--- config.mk ---
export PLATFORM = sky130hd
export DESIGN_NAME = spinner_multi
export DESIGN_NICKNAME = d
export VERILOG_FILES = /design/src/rtl/spinner_multi.sv
export SDC_FILE = /design/constraint.sdc
export NUM_CORES = 1
export LEC_CHECK = 0
export ABC_AREA = 0
export BUFFER_PORTS_ARGS = -buffer_cell sky130_fd_sc_hd__buf_4
export CAP_MARGIN = 20
export CELL_PAD_IN_SITES_DETAIL_PLACEMENT = 0
export CELL_PAD_IN_SITES_GLOBAL_PLACEMENT = 1
export CORE_MARGIN = 3
export CORE_UTILIZATION = 44
export DETAILED_ROUTE_END_ITERATION = 8
export GPL_TIMING_DRIVEN = 0
export PLACE_DENSITY_LB_ADDON = 0.1
export SETUP_SLACK_MARGIN = 0.5
export SYNTH_ARGS = -nofsm -noshare
export SYNTH_HDL_FRONTEND = slang
export SYNTH_SLANG_ARGS = --single-unit
--- constraint.sdc ---
create_clock -name clk -period 6.5 [get_ports clk]
set_input_delay 0.975 -clock clk [delete_from_list [all_inputs] [get_ports clk]]
set_output_delay 0.975 -clock clk [all_outputs]
set_load 0.01 [all_outputs]
--- src/rtl/spinner_multi.sv ---
// Multi-channel spinner/paddle position generator: per-channel fractional accumulator fed by
// strobe-timed digital steps and hardware spinner deltas. Define SPINNER_ACCEL_EN for hold acceleration.
module spinner_multi #(
  parameter int unsigned CHANNELS    = 2,
  parameter int unsigned WIDTH       = 4,
  parameter int unsigned SLOW_STEP   = 1,
  parameter int unsigned FAST_STEP   = 2,
  parameter int unsigned SPIN_SHIFT  = 2,
  parameter int unsigned RESET_VAL   = 0,
  parameter int unsigned ACCEL_AFTER = 8
) (
  input  logic                      clk,
  input  logic                      reset,
  input  logic                      strobe,
  input  logic [CHANNELS-1:0]       plus,
  input  logic [CHANNELS-1:0]       minus,
  input  logic [CHANNELS-1:0]       fast,
  input  logic [CHANNELS-1:0]       clamp_mode,
  input  logic [CHANNELS*9-1:0]     spin_in,
  output logic [CHANNELS*WIDTH-1:0] spin_out,
  output logic [CHANNELS-1:0]       changed
);

  localparam int unsigned AW = WIDTH + SPIN_SHIFT;
  localparam int unsigned SW = AW + 2;

  localparam logic [AW-1:0]        AccReset = AW'(RESET_VAL << SPIN_SHIFT);
  localparam logic signed [SW-1:0] SlowD    = SW'(SLOW_STEP << SPIN_SHIFT);
  localparam logic signed [SW-1:0] FastD    = SW'(FAST_STEP << SPIN_SHIFT);
  localparam logic signed [SW-1:0] AccMax   = SW'((1 << AW) - 1);

  if (ACCEL_AFTER < 1) begin : g_bad_accel
    $error("ACCEL_AFTER must be at least 1");
  end

  logic strobe_q;
  logic step_ev;

  // Reset also loads the live strobe, so no edge is seen on the first cycle after reset.
  always_ff @(posedge clk) begin
    strobe_q <= strobe;
  end

  assign step_ev = strobe & ~strobe_q;

  for (genvar c = 0; c < CHANNELS; c++) begin : g_ch
    logic [AW-1:0]        acc_q, acc_d;
    logic                 tog_q;
    logic                 changed_q, changed_d;
    logic                 tog;
    logic signed [7:0]    delta;
    logic                 single;
    logic [1:0]           mult_shift;
    logic signed [SW-1:0] d_mag, d_term, h_term, sum;

    assign tog    = spin_in[9*c+8];
    assign delta  = spin_in[9*c +: 8];
    assign single = plus[c] ^ minus[c];

`ifdef SPINNER_ACCEL_EN
    localparam int unsigned CntW = $clog2(2 * ACCEL_AFTER + 1);
    localparam logic [CntW-1:0] Stage1 = CntW'(ACCEL_AFTER);
    localparam logic [CntW-1:0] Stage2 = CntW'(2 * ACCEL_AFTER);

    logic [CntW-1:0] cnt_q, cnt_d, cnt_eff;
    logic            dir_q;

    // Release, both held or reversal all drop the effective count to zero.
    always_comb begin
      cnt_eff    = (single && (plus[c] == dir_q)) ? cnt_q : '0;
      mult_shift = 2'd0;
      if (cnt_eff >= Stage2) begin
        mult_shift = 2'd2;
      end else if (cnt_eff >= Stage1) begin
        mult_shift = 2'd1;
      end
      cnt_d = cnt_eff;
      if (step_ev && single && (cnt_eff < Stage2)) begin
        cnt_d = cnt_eff + 1'b1;
      end
    end

    always_ff @(posedge clk) begin
      if (reset) begin
        cnt_q <= '0;
        dir_q <= 1'b0;
      end else begin
        cnt_q <= cnt_d;
        if (single) dir_q <= plus[c];
      end
    end
`else
    assign mult_shift = 2'd0;
`endif

    always_comb begin
      d_mag  = (fast[c] ? FastD : SlowD) << mult_shift;
      d_term = '0;
      if (step_ev && single) begin
        d_term = plus[c] ? d_mag : -d_mag;
      end
      h_term = (tog != tog_q) ? SW'(delta) : '0;
      sum    = $signed({2'b00, acc_q}) + d_term + h_term;
      acc_d  = sum[AW-1:0];
      if (clamp_mode[c]) begin
        if (sum < 0) begin
          acc_d = '0;
        end else if (sum > AccMax) begin
          acc_d = '1;
        end
      end
      changed_d = acc_d[AW-1 -: WIDTH] != acc_q[AW-1 -: WIDTH];
    end

    always_ff @(posedge clk) begin
      if (reset) begin
        acc_q     <= AccReset;
        changed_q <= 1'b0;
        tog_q     <= tog;
      end else begin
        acc_q     <= acc_d;
        changed_q <= changed_d;
        tog_q     <= tog;
      end
    end

    assign spin_out[WIDTH*c +: WIDTH] = acc_q[AW-1 -: WIDTH];
    assign changed[c]                 = changed_q;
  end

endmodule

* Yosys cells after proc, flatten, opt, wreduce, memory -nomap -nowiden
Index checks and enable logic that the tools add are counted.
** Word-level totals
- Register bits :: 17
- Output and inout port bits :: 10
- Word-level logic and storage cells :: 41
** Operators by class
- Add/sub/neg operators :: 6
- $lt $le $gt $ge :: 4
- Equality and inequality tests :: 4
- Mux-type cells :: 14
- Bitwise logic cells :: 4
- Reductions and logical operators :: 2
** Operators with widths (number)
- $mux 8 :: 6
- $mux 6 :: 6
- $add 7x8->8 :: 2
- $add 8x8->8 :: 2
- $gt 8x7->1 const B :: 2
- $lt 8x1->1 const B :: 2
- $neg 4->8 :: 2
- $mux 4 :: 2
- $ne 4x4->1 :: 2
- $logic_and 1x1->1 :: 2
- $ne 1x1->1 :: 2
- $xor 1x1->1 :: 2
- $and 1x1->1 :: 1
- $not 1->1 :: 1

* Depth between registers and ports, before layout
- Word-level depth :: 11
- Depth in mapped cells :: 14
- Mapped depth without buffers :: 14

* Least setup slack after synthesis
Ideal clock, no wire load.
- Path kind :: in2reg
- From :: input strobe
- To :: register g_ch[1].changed_q
- Library setup time :: 0.124 ns
- Arrival :: 4.053 ns
- Data required time :: 6.376 ns
- Setup slack :: 2.323 ns
- Cell stages on the path :: 13
- Cell sequence :: nand2b_1 -> or3_1 -> fa_1 -> inv_1 -> ha_1 -> a211oi_1 -> o21bai_1 -> mux2i_1 -> a311oi_1 -> nor2_2 -> or4_1 -> o311ai_1 -> a21oi_1
** Between the ends
- Longest elaborated chain between the ends :: 10
- Elaborated cells on any way between the ends :: 11
** RTL lines
- start: declaration :: line 14 : input logic strobe,
- $and 1x1->1 (*) :: line 44 : assign step_ev = strobe & ~strobe_q;
- $logic_and 1x1->1 (*) :: line 99 : if (step_ev && single) begin
- $mux 8 (*) :: line 99
- $add 7x8->8 (*) :: line 103 : sum = $signed({2'b00, acc_q}) + d_term + h_term;
- $add 8x8->8 (*) :: line 103
- $gt 8x7->1 :: line 108 : end else if (sum > AccMax) begin
- $mux 6 :: line 108
- $mux 6 :: line 106 : if (sum < 0) begin
- $mux 6 (*) :: line 105 : if (clamp_mode[c]) begin
- $ne 4x4->1 (*) :: line 112 : changed_d = acc_d[AW-1 -: WIDTH] != acc_q[AW-1 -: WIDTH];
- end signal: assignment :: line 122 : changed_q <= changed_d;
- end: declaration :: line 49 : logic changed_q, changed_d;
Every way passes the cells marked *; elsewhere a longest branch is shown, timed or not.
A chain may end at the register's enable or synchronous reset.

* Worst setup path in the final report
- From :: input spin_in[17]
- To :: register g_ch[1].changed_q
** Between the ends
- Longest elaborated chain between the ends :: 8
- Elaborated cells on any way between the ends :: 9
** RTL lines
- start: declaration :: line 19 : input logic [CHANNELS*9-1:0] spin_in,
- $ne 1x1->1 (*) :: line 102 : h_term = (tog != tog_q) ? SW'(delta) : '0;
- $mux 8 (*) :: line 102
- $add 8x8->8 (*) :: line 103
- $gt 8x7->1 :: line 108
- $mux 6 :: line 108
- $mux 6 :: line 106
- $mux 6 (*) :: line 105
- $ne 4x4->1 (*) :: line 112
Marks and branches as above.

==> summary.txt <==
Timing
  • Slew Limit Fails: 0
  • Measured slew at the worst slew-check pin: 0.770 ns
  • Final hold slack: 0.572 ns
  • Final hold violations: 0
  • Clock skew: 0.00481 ns
  • Post-layout min period: 4.54 ns
  • Final Setup Violations: 0
  • Final period util: 0.699
  • Rel. slew slack: 0.483
  • F_max: 0.220 GHz
  • Final WS setup: 1.96 ns
  • RSZ-0062 raised after global routing: false
  • Setup TNS: 0 ns

Global routing
  • Largest net degree at the start of global routing: 12
  • Vias in the first global route: 1516
  • First-pass GRT wire length: 6.92 mm
  • Total gr overflow: 0
  • Initial antenna violation count: 0
  • GRT Overall Usage: 0.168

Die
  • Starting density of the core: 0.468
  • Chip height: 72.2 µm
  • # IOs: 39
  • Full die area: 0.00521 mm²
  • Core area: 0.00412 mm²
  • Die width: 72.2 µm
  • Number of cell rows: 23

Drt
  • Antenna viol nets, final: 0
  • Wirelength per Cell: 13.1 µm
  • Met1 Routed Length: 2.30 mm
  • Metal3 WL: 222 µm
  • Final WL: 4.15 mm
  • Drt initial violations: 75
  • DRT Pass-1 Iters: 4
  • DR vias: 1669
  • Met2 routed WL: 1.62 mm
  • Via/cell ratio: 5.25
  • Top layer reached by signal wires: met4
  • Residual DRC count: 0

Clock network
  • Clock Pin Slew Worst Setup and Hold Paths: 0.07 ns
  • Clock latency on the worst-skew pair: 0.26 ns
  • Hold-fix buffers, CTS: 0
  • Postcts setup bufs: 0
  • CTS Root Cell: clkbuf_8
  • Num CTS Buffers: 3
  • Clock Sinks: 17
  • CTS tree: done
  • H-tree Lvls: 1
  • Post-CTS sizing: 0
  • Clock Tree Buf Depth: 2

Place
  • Setup WS pre-CTS: 1.69 ns
  • Count of input and output buffers: 37
  • Final GP Congestion: 0.793
  • Post-DP HPWL: 3.49 mm

Finish
  • Layout fillers: 409
  • Most frequent cells in the layout: buf_4, inv_1, ha_1, dfxtp_1, nand2_1
  • Layout cells sized above 1: 0.246
  • Syn-to-layout area delta: 20.2%
  • # nets final: 326
  • Most common cell after layout, fill and taps aside: buf_4
  • Antenna diodes: 0

Critical path
  • Crit path launch type: input pin
  • WP data required: 6.64 ns
  • CP max FO: 8
  • Crit Path Class: input pin to flop
  • CP Capture Type: flop
  • Worst Path Arrival: 4.68 ns

Synthesis
  • Synth async-reset ratio: 0
  • EDFF count, synth: 0
  • Cells after synthesis: 227
  • Syn. warnings: 0
  • Post-synth top flop: dfxtp_1
  • Net Count, Synth: 284
  • Post-synthesis sequential area ratio: 0.177
  • Mapped cell area: 0.00193 mm²
  • Synth Register Bits: 17
  • Library cells used by synthesis: 57
  • Avg Cell Area, Syn: 8.48 µm²

Run status
  • Outcome: completed

Power and ir drop
  • Cell Pwr Density: 316 mW/mm²
  • Peak supply drop: 0.170 mV
  • Overall power: 0.731 mW
  • Leak: 1.08 nW

Worst hold path
  • Worst hold path type: flop to flop

Run
  • Max_cap viols: 0
## report_power, final
group	switching [mW]	total, mW	internal (mW)	leakage, nW
Clock	0.0421	0.0854	0.0432	0.0217
Combinational	0.240	0.475	0.234	0.921
Sequential	0.0360	0.171	0.135	0.142
Total	0.318	0.731	0.412	1.08
## critical path, stage by stage
cell and delay (ns):
buf_4 0.11, xor2_1 0.44, nand2_1 0.14, fa_1 0.56, inv_1 0.06, ha_1 0.30, a211oi_1 0.22, o21bai_1 0.15
mux2i_1 0.14, a311oi_1 0.66, nor2_2 0.17, or4_1 0.53, o311ai_1 0.09, a21oi_1 0.12
## state kept, by name, summed over array words and instances (netlist names)
register / flops
strobe_q: 1
g_ch.tog_q: 2
g_ch.acc_q: 12
g_ch.changed_q: 2
## Yosys cell counts (2+ instances only)
cell	instances	area, µm²
inv_1	20	75.1
ha_1	18	225
dfxtp_1	17	340
nand2_1	16	60.1
nor2_1	15	56.3
a21oi_1	14	70.1
and2_1	10	62.6
buf_4	10	75.1
fa_1	10	200
nand3_1	7	35.0
xnor2_1	6	52.6
o21a_1	5	37.5
o21ai_0	5	25.0
xor2_1	5	43.8
nand2b_1	4	25.0
or3_1	4	25.0
a21boi_1	3	22.5
a21o_1	3	22.5
mux2i_1	3	30.0
nor2b_1	3	18.8
nor3_1	3	15.0
or2_2	3	18.8
a211o_1	2	17.5
a211oi_1	2	15.0
nand3b_1	2	15.0
nand4_1	2	12.5
nor4_1	2	12.5
o21bai_1	2	15.0
o22ai_1	2	12.5
xnor2_2	2	32.5
## final timing paths
| check | startpoint | endpoint | slack, ns | cells after the start |
|---|---|---|---|---|
| worst max-delay path | spin_in[17] | g_ch[1].changed_q$_SDFF_PP0_ | 1.96 | 14 |
| worst min-delay path | g_ch[0].acc_q[0]$_SDFF_PP0_ | g_ch[0].acc_q[0]$_SDFF_PP0_ | 0.57 | 2 |
| worst min register to register | g_ch[0].acc_q[0]$_SDFF_PP0_ | g_ch[0].acc_q[0]$_SDFF_PP0_ | 0.57 | 2 |
| worst max register to register | strobe_q$_DFF_P_ | g_ch[1].changed_q$_SDFF_PP0_ | 2.42 | 13 |
## kinds of logic after synthesis
| family | share of synthesized area |
|---|---|
| adders and majority gates | 0.221 |
| xor gates and xnor gates | 0.0812 |
| muxes | 0.0214 |
| DFF | 0.177 |
| buffers and inverters | 0.0799 |
| AOI/OAI and AO/OA | 0.179 |
| and+or+nand+nor | 0.240 |
## layer usage
metal	up-vias	global-route usage
met1	750	0.262
met2	41	0.245
met3	2	0.0346
li1	876	-
met4	0	0.0209
met5	-	0
## metrics by stage
step           cells  utilization  cell area [µm²]
2_1_floorplan    227            -             1930
6_report         318        0.562             2310
5_1_grt          318        0.562             2310
3_3_place_gp     314        0.551             2270
4_1_cts          318        0.562             2310
3_5_place_dp     314        0.551             2270
## area by class of cell
cell class / count / area (µm²) / share of cell area
Sequential cell: 17 / 340 / 0.147
Tap cell: 50 / 62.6 / 0.0270
Buffer: 11 / 78.8 / 0.0341
Timing Repair Buffer: 37 / 278 / 0.120
Inverter: 20 / 75.1 / 0.0324
Clock inverter: 1 / 7.51 / 0.00324
Multi-Input combinational cell: 179 / 1430 / 0.618
Clock buffer: 3 / 41.3 / 0.0178
No activity file was read; power rests on OpenSTA's default activity.
